File: src/rtl/uart_tx_cfg.sv
`default_nettype none
// ============================================================================
// Module   : uart_tx_cfg
// Purpose  : UART transmitter with a 1-entry holding register and per-frame
//            configuration. Each frame is START(0), DATA_W data bits LSB
//            first, an optional PARITY bit and 1 or 2 STOP(1) bits. Every
//            bit lasts baud_div+1 clocks; a baud_div of 0 is treated as 1.
//            A frame queued in the holding register starts directly after
//            the previous stop bit, with no idle bit between frames.
//
// Ports    : clk        in   system clock, rising edge
//            rst_n      in   asynchronous active-low reset
//            trmt       in   transmit request, accepted when tx_ready=1
//            tx_data    in   DATA_W-bit payload
//            baud_div   in   clocks per bit minus one
//            two_stop   in   1 = two stop bits, 0 = one
//            parity_en  in   (UART_TX_PARITY_EN only) append a parity bit
//            parity_odd in   (UART_TX_PARITY_EN only) odd parity
//            TX         out  serial line, idles high
//            tx_ready   out  holding register empty
//            busy       out  a frame is on the line
//            tx_done    out  last requested frame completed, none pending
//
// Config   : define UART_TX_PARITY_EN to add the parity ports and the
//            PARITY state; without it DATA goes straight to STOP.
//
// Revision : 1.0 - initial release
// ============================================================================
module uart_tx_cfg #(
    parameter int DATA_W = 8,
    parameter int DIV_W  = 16
) (
    input  logic              clk,
    input  logic              rst_n,
    input  logic              trmt,
    input  logic [DATA_W-1:0] tx_data,
    input  logic [DIV_W-1:0]  baud_div,
    input  logic              two_stop,
`ifdef UART_TX_PARITY_EN
    input  logic              parity_en,
    input  logic              parity_odd,
`endif
    output logic              TX,
    output logic              tx_ready,
    output logic              busy,
    output logic              tx_done
);

    localparam int c_BCNT_W = $clog2(DATA_W + 1);

    localparam logic [2:0] c_IDLE   = 3'd0;
    localparam logic [2:0] c_START  = 3'd1;
    localparam logic [2:0] c_DATA   = 3'd2;
`ifdef UART_TX_PARITY_EN
    localparam logic [2:0] c_PARITY = 3'd3;
`endif
    localparam logic [2:0] c_STOP   = 3'd4;

    localparam logic [c_BCNT_W-1:0] c_LAST_DATA = c_BCNT_W'(DATA_W - 1);
    localparam logic [c_BCNT_W-1:0] c_BCNT_ONE  = c_BCNT_W'(1);
    localparam logic [DIV_W-1:0]    c_DIV_ONE   = DIV_W'(1);

    // Holding register: captured on trmt acceptance
    logic              r_hold_full;
    logic [DATA_W-1:0] r_hold_data;
    logic [DIV_W-1:0]  r_hold_div;
    logic              r_hold_two;
`ifdef UART_TX_PARITY_EN
    logic              r_hold_par_en;
    logic              r_hold_par_odd;
    logic              r_par_en;
    logic              r_par_bit;
`endif

    // Frame in flight: configuration is frozen at load
    logic [2:0]          r_state;
    logic [DATA_W-1:0]   r_shift;
    logic [DIV_W-1:0]    r_div;
    logic                r_two_stop;
    logic [DIV_W-1:0]    r_baud_cnt;
    logic [c_BCNT_W-1:0] r_bit_cnt;
    logic                r_tx;
    logic                r_tx_done;

    logic w_accept;
    logic w_bit_end;
    logic w_last_stop;
    logic w_load;

    assign w_accept    = trmt & ~r_hold_full;
    assign w_bit_end   = (r_baud_cnt == r_div);
    // In STOP the bit counter counts stop bits already completed
    assign w_last_stop = (r_bit_cnt == {{(c_BCNT_W-1){1'b0}}, r_two_stop});
    // Load from IDLE, or directly from the end of the last stop bit
    assign w_load      = r_hold_full &
                         ((r_state == c_IDLE) |
                          ((r_state == c_STOP) & w_bit_end & w_last_stop));

    always_ff @(posedge clk or negedge rst_n) begin
        if (!rst_n) begin
            r_hold_full    <= 1'b0;
            r_hold_data    <= '0;
            r_hold_div     <= '0;
            r_hold_two     <= 1'b0;
`ifdef UART_TX_PARITY_EN
            r_hold_par_en  <= 1'b0;
            r_hold_par_odd <= 1'b0;
`endif
        end else if (w_accept) begin
            r_hold_full    <= 1'b1;
            r_hold_data    <= tx_data;
            r_hold_div     <= baud_div;
            r_hold_two     <= two_stop;
`ifdef UART_TX_PARITY_EN
            r_hold_par_en  <= parity_en;
            r_hold_par_odd <= parity_odd;
`endif
        end else if (w_load) begin
            r_hold_full    <= 1'b0;
        end
    end

    always_ff @(posedge clk or negedge rst_n) begin
        if (!rst_n) begin
            r_state    <= c_IDLE;
            r_shift    <= '0;
            r_div      <= '0;
            r_two_stop <= 1'b0;
            r_baud_cnt <= '0;
            r_bit_cnt  <= '0;
            r_tx       <= 1'b1;
            r_tx_done  <= 1'b1;
`ifdef UART_TX_PARITY_EN
            r_par_en   <= 1'b0;
            r_par_bit  <= 1'b0;
`endif
        end else begin
            if (w_load) begin
                r_state    <= c_START;
                r_tx       <= 1'b0;
                r_shift    <= r_hold_data;
                r_div      <= (r_hold_div == '0) ? c_DIV_ONE : r_hold_div;
                r_two_stop <= r_hold_two;
                r_baud_cnt <= '0;
                r_bit_cnt  <= '0;
`ifdef UART_TX_PARITY_EN
                r_par_en   <= r_hold_par_en;
                r_par_bit  <= (^r_hold_data) ^ r_hold_par_odd;
`endif
            end else if (r_state != c_IDLE) begin
                if (!w_bit_end) begin
                    r_baud_cnt <= r_baud_cnt + c_DIV_ONE;
                end else begin
                    r_baud_cnt <= '0;
                    case (r_state)
                        c_START: begin
                            r_state   <= c_DATA;
                            r_tx      <= r_shift[0];
                            r_shift   <= r_shift >> 1;
                            r_bit_cnt <= '0;
                        end
                        c_DATA: begin
                            if (r_bit_cnt == c_LAST_DATA) begin
                                r_bit_cnt <= '0;
`ifdef UART_TX_PARITY_EN
                                if (r_par_en) begin
                                    r_state <= c_PARITY;
                                    r_tx    <= r_par_bit;
                                end else begin
                                    r_state <= c_STOP;
                                    r_tx    <= 1'b1;
                                end
`else
                                r_state   <= c_STOP;
                                r_tx      <= 1'b1;
`endif
                            end else begin
                                r_tx      <= r_shift[0];
                                r_shift   <= r_shift >> 1;
                                r_bit_cnt <= r_bit_cnt + c_BCNT_ONE;
                            end
                        end
`ifdef UART_TX_PARITY_EN
                        c_PARITY: begin
                            r_state   <= c_STOP;
                            r_tx      <= 1'b1;
                            r_bit_cnt <= '0;
                        end
`endif
                        c_STOP: begin
                            // Last stop with a queued frame is handled by w_load
                            if (w_last_stop) begin
                                r_state   <= c_IDLE;
                                r_tx      <= 1'b1;
                                r_tx_done <= 1'b1;
                            end else begin
                                r_bit_cnt <= r_bit_cnt + c_BCNT_ONE;
                            end
                        end
                        default: begin
                            r_state <= c_IDLE;
                            r_tx    <= 1'b1;
                        end
                    endcase
                end
            end
            // Acceptance wins over a same-edge completion: a frame is pending
            if (w_accept) begin
                r_tx_done <= 1'b0;
            end
        end
    end

    assign TX       = r_tx;
    assign tx_ready = ~r_hold_full;
    assign busy     = (r_state != c_IDLE);
    assign tx_done  = r_tx_done;

endmodule
`default_nettype wire

File: config.mk
export PLATFORM = sky130hd
export DESIGN_NAME = uart_tx_cfg
export DESIGN_NICKNAME = d
export VERILOG_FILES = /design/src/rtl/uart_tx_cfg.sv
export SDC_FILE = /design/constraint.sdc
export NUM_CORES = 1
export LEC_CHECK = 0
export BUFFER_PORTS_ARGS = -buffer_cell sky130_fd_sc_hd__buf_2
export CAP_MARGIN = 15
export CORE_MARGIN = 4
export CORE_UTILIZATION = 50
export CTS_BUF_LIST = sky130_fd_sc_hd__clkbuf_8 sky130_fd_sc_hd__clkbuf_16
export DETAILED_ROUTE_END_ITERATION = 6
export PLACE_DENSITY = 0.69
export SLEW_MARGIN = 15
export SYNTH_ARGS = -nofsm -noshare
export SYNTH_HDL_FRONTEND = slang
export SYNTH_SLANG_ARGS = --single-unit
File: constraint.sdc
create_clock -name clk -period 2.45 [get_ports clk]
set_input_delay 0.1225 -clock clk [delete_from_list [all_inputs] [get_ports clk]]
set_output_delay 0.1225 -clock clk [all_outputs]
set_load 0.02 [all_outputs]
# == Yosys cells after proc, flatten, opt, wreduce, memory -nomap -nowiden ==
# Cells that the tools add are included.
# totals
reg_bits,76
in_bits,28
wordCells,82
# op_classes
n_addsub,2
eq_ne,11
muxes,34
bitwise_logic,6
n_reduce_logical,17
# ops
op,n
16-bit 2-to-1 mux,4
8-bit 2-to-1 mux,4
4-bit 2-to-1 mux,5
"16-bit by 1-bit adder with 16-bit output, second input constant",1
16-bit == test,1
16-bit logical NOT,1
8-bit one-hot mux with 2 select lines,1
3-bit 2-to-1 mux,5
2-bit nonzero test,7
1-bit 2-to-1 mux,12
"3-bit != test, second input constant",4
4-bit one-hot mux with 3 select lines,1
4-bit AND reduction,3
3-bit one-hot mux with 3 select lines,1
3-bit nonzero test,2
5-bit AND reduction,1
"4-bit by 1-bit adder with 4-bit output, second input constant",1
1-bit bitwise AND,4
4-bit by 1-bit == test with 1-bit output,1
"4-bit by 3-bit == test with 1-bit output, second input constant",1
4-bit nonzero test,1
"3-bit by 1-bit == test with 1-bit output, second input constant",1
"3-bit by 2-bit == test with 1-bit output, second input constant",1
"3-bit == test, second input constant",1
other kinds (6),6

# == Longest topological paths before layout ==
# Gate-level depths: netlist of the first run.
# logic_depth
ltp_word,7
mapped_depth,8

# == Least setup slack after synthesis of the first run ==
# OpenSTA, ideal clock, no wires.
# synth_path
path_kind,register to register
start,reg r_baud_cnt[12]
end,reg r_bit_cnt[2]
setup_ns,0.086
arrival_time_ns,1.964
setup_slack_ns,0.400
stages_incl_launch_ff,8
n_path_buf,1
path_cell_list,dfrtp_1 -> xor2_1 -> nor4_2 -> nand4_2 -> buf_6 -> and2_4 -> or4_1 -> a32oi_1
# synth_via
elab_chain_len,7
elab_cells_between_ends,11
# synth_lines
element,line_no,text
"start, declared",80,logic [DIV_W-1:0] r_baud_cnt;
"start signal, assigned",152,r_baud_cnt <= r_baud_cnt + c_DIV_ONE;
16-bit == test (*),91,assign w_bit_end = (r_baud_cnt == r_div);
1-bit bitwise AND (2 in a row),97,((r_state == c_STOP) & w_bit_end & w_last_stop));
1-bit bitwise OR,96,((r_state == c_IDLE) |
1-bit bitwise AND,95,assign w_load = r_hold_full &
"3-bit != test (no line), or another cell as far along",n/a,
4-bit AND reduction (no line),n/a,
"end signal, assigned",180,r_bit_cnt <= r_bit_cnt + c_BCNT_ONE;
"end signal, assigned",197,r_bit_cnt <= r_bit_cnt + c_BCNT_ONE;
"end, declared",81,logic [c_BCNT_W-1:0] r_bit_cnt;
# Every way passes the cells marked *; elsewhere a longest branch is shown, timed or not.
# A chain may end at the register's enable or synchronous reset.

# == Worst setup path after layout of the first run ==
# layout_path
start,reg r_baud_cnt[1]
end,reg r_shift[2]
# layout_via
elab_chain_len,7
elab_cells_between_ends,11
# layout_lines
element,line_no,text
16-bit == test (*),91,
1-bit bitwise AND (2 in a row),97,
1-bit bitwise OR,96,
1-bit bitwise AND,95,
"3-bit != test (no line), or another cell as far along",n/a,
4-bit AND reduction (no line),n/a,
"end signal, assigned",141,r_shift <= r_hold_data;
"end signal, assigned",159,r_shift <= r_shift >> 1;
"end signal, assigned",179,r_shift <= r_shift >> 1;
"end, declared",77,logic [DATA_W-1:0] r_shift;
# Marks and branches as above.

==> results.yml, run 1 <==
global_routing:
  grt_max_degree: 77
  antenna_found_initial: 0
  grt_pass1_wl_mm: 12.0
  grt_pass1_vias: 2518
  grt.total_usage_pct: 17.8
  overflow: 0
yosys:
  synth_area_um2: 3590
  synth_area_leaders: "dfrtp_1 (52%), mux2_2 (18%), xor2_1 (5.6%)"
  async_flop_share_pct: 100
  synth_edf_count: 0
  synth-main-ff-cell: "dfrtp_1"
  synth_seq_cells: 76
  yosys.area.top_type: "dfrtp_1"
  syn_area_per_cell_um2: 12.0
  synth_warnings: 0
  synth.distinct_cells: 45
  synth_top_area_share_pct: 51.6
  synthesis.nets: 330
  syn_inst: 300
  synthTopCellsByCount: "dfrtp_1 (74), mux2_2 (57), nor2_1 (26), xor2_1 (23), nand2_1 (17)"
  synth_most_common_cell: "dfrtp_1"
  ys_seq_area_share_pct: 53.0
timing:
  worst_slack_ps: 175
  finalHoldViolations: 0
  worst_slew_pin_slew_ps: 934
  layout_min_cycle_time_ps: 2280
  fmax_mhz: 440
  maxSlewHeadroom_pct: 37.7
  fin_setup_tns_ps: 0
  min_period_over_period_pct: 92.9
  rsz0062_at_grt: "false"
  hold_slack_ps: 3.90
  slew_violations: 0
  finalSetupViolCount: 0
  finClkSkew_ps: 10.4
critical_path:
  crit_arrival_ps: 2510
  cp-start-kind: "flop"
  cp_max_fo: 7
  cp_slowest_cell: "dfrtp_1"
  worst-setup-path-type: "flop to flop"
  worst_path_most_repeated_cell: "mux2_2"
  crit_chain: "xor2_1, nor4_2, nand4_2, nand2b_1, mux2_2, mux2_2"
  slowest_delay_ps: 460
  cp.required_ps: 2690
  end_kind: "flop"
finish:
  nNetsFinal: 391
  num-fill-cells: 523
  fin_area_um2: 4320
  regArea_um2: 1900
  postLayoutCoreUtil_pct: 62.9
  num_antenna_cells: 0
  areaGrowthSynthToFinish_pct: 20.3
  fin_cells: 462
  multi_input_area_um2: 1610
  drive_gt1_share_pct: 34.4
die:
  die-area_um2: 8600
  die_height_um: 92.7
  initial_core_util_pct: 52.3
  rows: 30
  coreArea_um2: 6870
  die_w_um: 92.7
  io_pins: 32
power_and_ir_drop:
  power_density_nw_per_um2: 1090
  irDropWorstVdd_mv: 0.692
  leakage_nw: 1.89
  power.total_mw: 4.69
detailed_routing:
  dr_total_vias: 2404
  drtAntennaViolNets: 0
  drt_first_pass_iters: 4
  wl_mm: 6.72
  drtIter0Drc: 89
  drc: 0
  routedWlPerCell_um: 14.5
  vias_per_cell: 5.20
place:
  place_inst: 422
  place_ws_ps: 184
  place_area_um2: 3880
  gp_congestion: 0.834
  io_buffers: 31
  dp_hpwl_mm: 4.52
cts:
  tritoncts: "yes"
  clk_pin_slew_ps: 80
  cts_root_buf: "clkbuf_8"
  cts.sinks: 76
  insertion_delay_ps: 360
  cts_resized: 0
  htreeDepth: 3
  clockBufferDepth: 2
  cts_buffers: 9
flow_run:
  maxCapViolCount: 0
min_path:
  worstHoldPathType: "primary input to flop"
status:
  status: "complete, no violations"
## cell usage in the layout, fill, tap and decap left out, types with 8 or more instances in the layout
master,synthesis,routed
buf_2,2,30
clkbuf_8,0,9
dfrtp_1,74,74
dlygate4sd3_1,0,24
inv_1,7,8
mux2_2,57,57
nand2_1,17,17
nor2_1,26,26
xor2_1,23,23
## critical path: cells and delay by family (launching register included)
| family | cells | cell delay (ps) |
|---|---|---|
| muxes | 2 | 590 |
| and+or+nand+nor | 3 | 920 |
| DFF | 1 | 460 |
| xor gates and xnor gates | 1 | 180 |
## cell families (layout without fill, tap and decap cells)
kind of cell,count (synthesis),in the layout,share of synthesized area [%]
flops,76,76,53.0
xor+xnor,29,29,7.07
fa+ha+maj,2,2,0.697
buf+inv,19,85,2.26
compound gates,30,30,5.92
mux,59,59,18.4
simple gates,85,85,12.6
## registers in the layout, indices dropped and copies added (netlist names), 3 cells and up
name	flops
r_bit_cnt	4
r_div	16
r_hold_data	8
r_hold_div	16
r_shift	8
r_baud_cnt	16
r_state	3
## final timing paths
path	from	to	slack (ps)	depth (start not counted)
max	r_baud_cnt[1]	r_shift[2]	170	6
min	tx_data[0]	r_hold_data[0]	4	2
max reg2reg	r_baud_cnt[1]	r_shift[2]	170	6
min reg2reg	tx_done	tx_done	510	2
max in group asynchronous	rst_n	r_baud_cnt[4]	1400	2
min in group asynchronous	rst_n	r_hold_data[5]	440	2
## cell type report
| class | count | share of cell area [%] |
|---|---|---|
| timing repair buffer | 62 | 10.7 |
| tap | 96 | 2.78 |
| inverter | 7 | 0.608 |
| clock inverter | 7 | 1.74 |
| multi-input combinational | 205 | 37.2 |
| clock buffer | 9 | 2.87 |
| sequential | 76 | 44.1 |
## timing repair
item,4_1_cts,5_1_grt
hold buffers,23,1
buffers inserted,0,0
hold endpoints to repair,96,1
## routing by layer
layer  wire, um  up-vias  GRT usage, %
met5          0        -             0
li1           -     1180             -
met4        158        0          7.57
met1       3350     1177          24.7
met2       3020       35          26.7
met3        194       12          4.14
## power breakdown
part / total, mW / internal [mW] / leakage [nW] / switching, mW
sequential: 2.22 / 1.78 / 0.927 / 0.444
clock: 0.964 / 0.475 / 0.0976 / 0.489
combinational: 1.50 / 0.877 / 0.869 / 0.627
total: 4.69 / 3.13 / 1.89 / 1.56
No activity file was read; power rests on OpenSTA's default activity.
==> run 2, diff against run 1 <==
--- a/config.mk
+++ b/config.mk
@@ -7,7 +7,7 @@
 export LEC_CHECK = 0
 export BUFFER_PORTS_ARGS = -buffer_cell sky130_fd_sc_hd__buf_2
 export CAP_MARGIN = 15
-export CORE_MARGIN = 4
+export CORE_MARGIN = 2
 export CORE_UTILIZATION = 50
 export CTS_BUF_LIST = sky130_fd_sc_hd__clkbuf_8 sky130_fd_sc_hd__clkbuf_16
 export DETAILED_ROUTE_END_ITERATION = 6
==> run 2 against run 1 <==
Total power about the same; worst hold slack improved by 6.2 ps; combinational power about the same; global-route usage increased by 0.95 points; die area decreased by 8.4%; core utilization decreased by 2.0 points; first-iteration DRC count increased by 29%; sequential share of layout area increased by 1.5 points; cell area decreased by 3.2%; non-clock buffer count decreased by 14.
==> results.yml, run 2 (synthesis gave the netlist of run 1 again) <==
global_routing:
  grt_pass1_vias: 2292
  overflow: 0
  grt_max_degree: 77
  grt.total_usage_pct: 18.7
  antenna_found_initial: 0
  grt_pass1_wl_mm: 11.3
critical_path:
  cp-start-kind: "flop"
  crit_arrival_ps: 2480
  cp_max_fo: 7
  cp.required_ps: 2680
  end_kind: "flop"
  worst-setup-path-type: "flop to flop"
power_and_ir_drop:
  irDropWorstVdd_mv: 0.634
  leakage_nw: 1.84
  power_density_nw_per_um2: 1120
timing:
  finalHoldViolations: 0
  slew_violations: 0
  finClkSkew_ps: 9.48
  finalSetupViolCount: 0
  worst_slew_pin_slew_ps: 947
  fin_setup_tns_ps: 0
  min_period_over_period_pct: 91.8
  maxSlewHeadroom_pct: 36.9
  fmax_mhz: 445
  layout_min_cycle_time_ps: 2250
  rsz0062_at_grt: "false"
finish:
  layout_commonest_cell: "dfrtp_1"
  drive_gt1_share_pct: 35.8
  reg_top3: "r_baud_cnt (16), r_div (16), r_hold_div (16)"
  num_antenna_cells: 0
  final_cell_mix: "dfrtp_1 (74), mux2_2 (57), buf_2 (30), nor2_1 (26), xor2_1 (23)"
  areaGrowthSynthToFinish_pct: 16.5
  nNetsFinal: 377
  postLayoutCoreUtil_pct: 60.9
  num-fill-cells: 563
  fin_cells: 448
cts:
  tritoncts: "yes"
  clk_pin_slew_ps: 80
  htreeDepth: 3
  cts_buffers: 9
  cts.sinks: 76
  cts_root_buf: "clkbuf_8"
  clockBufferDepth: 2
  insertion_delay_ps: 340
  cts_resized: 0
die:
  initial_core_util_pct: 52.3
  die-area_um2: 7880
  die_height_um: 88.7
  die_w_um: 88.7
  coreArea_um2: 6870
  io_pins: 32
  rows: 30
detailed_routing:
  drtIter0Drc: 115
  drc: 0
  dr_total_vias: 2382
  wl_mm: 6.67
  routedWlPerCell_um: 14.9
  drtAntennaViolNets: 0
  vias_per_cell: 5.32
  drt_first_pass_iters: 4
min_path:
  worstHoldPathType: "primary input to flop"
place:
  gp_congestion: 0.820
  io_buffers: 31
  dp_hpwl_mm: 4.55
  place_inst: 422
status:
  status: "complete, no violations"
flow_run:
  maxCapViolCount: 0
[run 2: layout make-up]
| class | count | area, um2 | share of cell area, % |
|---|---|---|---|
| tap | 96 | 120 | 2.87 |
| sequential | 76 | 1900 | 45.5 |
| clock buffer | 10 | 138 | 3.29 |
| inverter | 7 | 26.3 | 0.628 |
| clock inverter | 6 | 63.8 | 1.53 |
| multi-input combinational | 205 | 1610 | 38.4 |
| timing repair buffer | 48 | 323 | 7.72 |
[run 2: metal layers]
layer,vias up,wire (um),global-route usage [%]
met5,-,0,0
met4,0,79,7.44
met3,7,165,2.89
met2,39,3030,27.4
met1,1183,3390,28.1
li1,1153,-,-
[run 2: stage by stage]
stage	hold slack, ps	instance area (um2)	setup WS, ps	total power [mW]
5_1_grt	5.37	4180	55.3	4.99
3_5_place_dp	326	3880	190	3.74
2_1_floorplan	-173	3590	400	3.29
4_1_cts	0.512	4170	181	4.71
3_3_place_gp	326	3880	275	3.67
6_report	10.1	4180	200	4.69
[run 2: final timing paths]
kind                           startpoint             end  slack [ps]  cells past startpoint
min in group asynchronous           rst_n  r_hold_data[4]         470                      2
min                           baud_div[4]   r_hold_div[4]          10                      2
min reg2reg                       tx_done         tx_done         510                      2
max                        r_baud_cnt[12]      r_shift[4]         200                      6
max reg2reg                r_baud_cnt[12]      r_shift[4]         200                      6
max in group asynchronous           rst_n  r_baud_cnt[10]        1370                      2
[run 2: timing repair]
item	CTS	global route
hold buffers	9	1
hold endpoints to repair	82	1
buffers inserted	0	0
[run 2: where the power goes]
part           internal, mW  leakage (nW)  total, mW  switching [mW]
Combinational         0.863         0.811       1.49           0.627
Sequential             1.78         0.927       2.23           0.448
Clock                 0.499         0.104      0.970           0.471
[run 2: worst max-delay path: stages (launching register included)]
cell and delay [ps]:
dfrtp_1 440, xor2_1 170, nor4_2 310, nand4_2 250, nand2b_1 360, mux2_2 340, mux2_2 270
==> run 3, diff against run 2 <==
==> config.mk (replaced) <==
export PLATFORM = sky130hd
export DESIGN_NAME = uart_tx_cfg
export DESIGN_NICKNAME = d
export VERILOG_FILES = /design/src/rtl/uart_tx_cfg.sv
export SDC_FILE = /design/constraint.sdc
export NUM_CORES = 1
export LEC_CHECK = 0
export BUFFER_PORTS_ARGS = -buffer_cell sky130_fd_sc_hd__buf_4
export CAP_MARGIN = 15
export CELL_PAD_IN_SITES_DETAIL_PLACEMENT = 1
export CELL_PAD_IN_SITES_GLOBAL_PLACEMENT = 1
export CORE_MARGIN = 2
export CORE_UTILIZATION = 48
export CTS_BUF_LIST = sky130_fd_sc_hd__clkbuf_8 sky130_fd_sc_hd__clkbuf_16
export DETAILED_ROUTE_END_ITERATION = 6
export PLACE_DENSITY_LB_ADDON = 0.1
export SLEW_MARGIN = 15
export SYNTH_ARGS = -nofsm -noshare
export SYNTH_HDL_FRONTEND = slang
export SYNTH_SLANG_ARGS = --single-unit
==> run 3 against run 2 <==
Die area increased by 4.0%; sequential power about the same; worst hold slack is essentially flat; critical path depth unchanged; clock skew is 0.92 ps lower; first-iteration DRC count fell by 9.6%; sequential cell count stayed put; setup slack worse by 87 ps; register-to-register slack worse by 90 ps; via count grew 4.1%; global-route usage rose by 2.8 points; largest cell class unchanged; largest power group unchanged.
==> results.yml, run 3 (synthesis gave the netlist of run 1 again) <==
status:
  status: "complete, no violations"
die:
  coreArea_um2: 7250
  die-area_um2: 8190
  die_height_um: 90.5
  die_w_um: 90.5
  rows: 31
  initial_core_util_pct: 49.5
  io_pins: 32
timing:
  worst_slack_ps: 113
  rsz0062_at_grt: "false"
  maxSlewHeadroom_pct: 34.7
  finalSetupViolCount: 0
  finalHoldViolations: 0
  slew_violations: 0
  worst_slew_pin_slew_ps: 979
  fin_setup_tns_ps: 0
  min_period_over_period_pct: 95.4
  fmax_mhz: 428
  finClkSkew_ps: 8.57
  layout_min_cycle_time_ps: 2340
cts:
  clk_pin_slew_ps: 80
  cts.sinks: 76
  htreeDepth: 3
  clockBufferDepth: 2
  post_cts_buffers: 0
  cts_root_buf: "clkbuf_8"
  insertion_delay_ps: 350
  cts_buffers: 9
  tritoncts: "yes"
detailed_routing:
  drtIter0Drc: 104
  routedWlPerCell_um: 17.5
  drc: 0
  wl_met3_um: 183
  met1Wirelength_mm: 3.92
  route.top_layer_used: "met4"
  wl_met2_mm: 3.94
  drtAntennaViolNets: 0
  wl_mm: 8.12
  dr_total_vias: 2479
  vias_per_cell: 5.34
  drt_first_pass_iters: 4
place:
  dp_hpwl_mm: 5.37
  io_buffers: 31
  place_area_um2: 3970
  gp_congestion: 0.860
  place_ws_ps: 114
finish:
  regArea_um2: 1900
  areaGrowthSynthToFinish_pct: 22.2
  drive_gt1_share_pct: 35.1
  fin_area_um2: 4390
  nNetsFinal: 390
  final_cell_mix: "dfrtp_1 (74), mux2_2 (57), buf_4 (38), nor2_1 (26), xor2_1 (23)"
  layout_commonest_cell: "dfrtp_1"
  num-fill-cells: 758
  multi_input_area_um2: 1610
  num_antenna_cells: 0
  reg_top3: "r_baud_cnt (16), r_div (16), r_hold_div (16)"
min_path:
  worstHoldPathType: "primary input to flop"
flow_run:
  maxCapViolCount: 0
critical_path:
  cp-startpoint: "r_baud_cnt[1]"
  cp-start-kind: "flop"
  slowest_delay_ps: 460
  cp_slowest_cell: "dfrtp_1"
  cp.required_ps: 2690
  r2r-end: "r_shift[2]"
  crit_end: "r_shift[2]"
  worst-setup-path-type: "flop to flop"
  worst_path_most_repeated_cell: "mux2_2"
  reg2reg_slack_ps: 110
  path_buf_inv: 0
  worst-path-stages: 6
  reg2reg_from: "r_baud_cnt[1]"
  cpLargestDelayFamily: "simple AND/OR/NAND/NOR gates"
  rr_worst_depth: 6
  crit_chain: "xor2_1, nor4_2, nand4_2, nand2b_1, mux2_2, mux2_2"
  cp_max_fo: 7
  crit_arrival_ps: 2580
  end_kind: "flop"
power_and_ir_drop:
  leakage_nw: 1.92
  power_density_nw_per_um2: 1100
  irDropWorstVdd_mv: 0.699
global_routing:
  antenna_found_initial: 0
  grt_pass1_wl_mm: 14.0
  grt_pass1_vias: 2729
  grt.total_usage_pct: 21.5
  grt_max_degree: 77
  overflow: 0
## run 3: what timing repair did
item | in CTS | in global routing
hold buffers | 22 | 0
resized for setup | 0 | 0
endpoints found under the hold margin | 95 | 0
## run 3: cell type report
cell class | instances | area share (%)
Clock buffer | 9 | 2.82
Clock inverter | 7 | 1.74
Inverter | 7 | 0.599
Multi-Input combinational cell | 205 | 36.6
Sequential cell | 76 | 43.4
Tap cell | 99 | 2.82
Timing Repair Buffer | 61 | 12.0
## run 3: worst min-delay path by stage
stage,cells past startpoint,slack [ps],startpoint,end
after detailed placement,1,340,rst_n,r_bit_cnt[3]
after floorplan,0,-170,rst_n,r_baud_cnt[0]
final,2,10,tx_data[4],r_hold_data[4]
after global routing,2,9,baud_div[1],r_hold_div[1]
after CTS,2,0.2,tx_data[4],r_hold_data[4]
after global placement,1,340,rst_n,r_bit_cnt[3]
## run 3: metrics by stage
step                      utilization [%]  hold WS (ps)  total power, mW  instances
final                                60.5          10.3             4.82        464
after global routing                 60.5          9.27             5.14        464
after CTS                            60.5         0.212             4.85        464
after detailed placement             54.7           336             3.83        426
after global placement               54.7           338             3.72        426
after floorplan                         -          -173             3.29        300
## run 3: where the power goes
group	internal [mW]	leakage [nW]	total (mW)	switching, mW
registers	1.78	0.927	2.26	0.482
logic	0.907	0.890	1.58	0.671
clock network	0.477	0.101	0.981	0.504
## run 3: metal layers
layer	vias to the layer above	track usage (%)
met2	31	35.0
met5	-	0
li1	1177	-
met4	0	6.92
met1	1261	29.9
met3	10	3.01
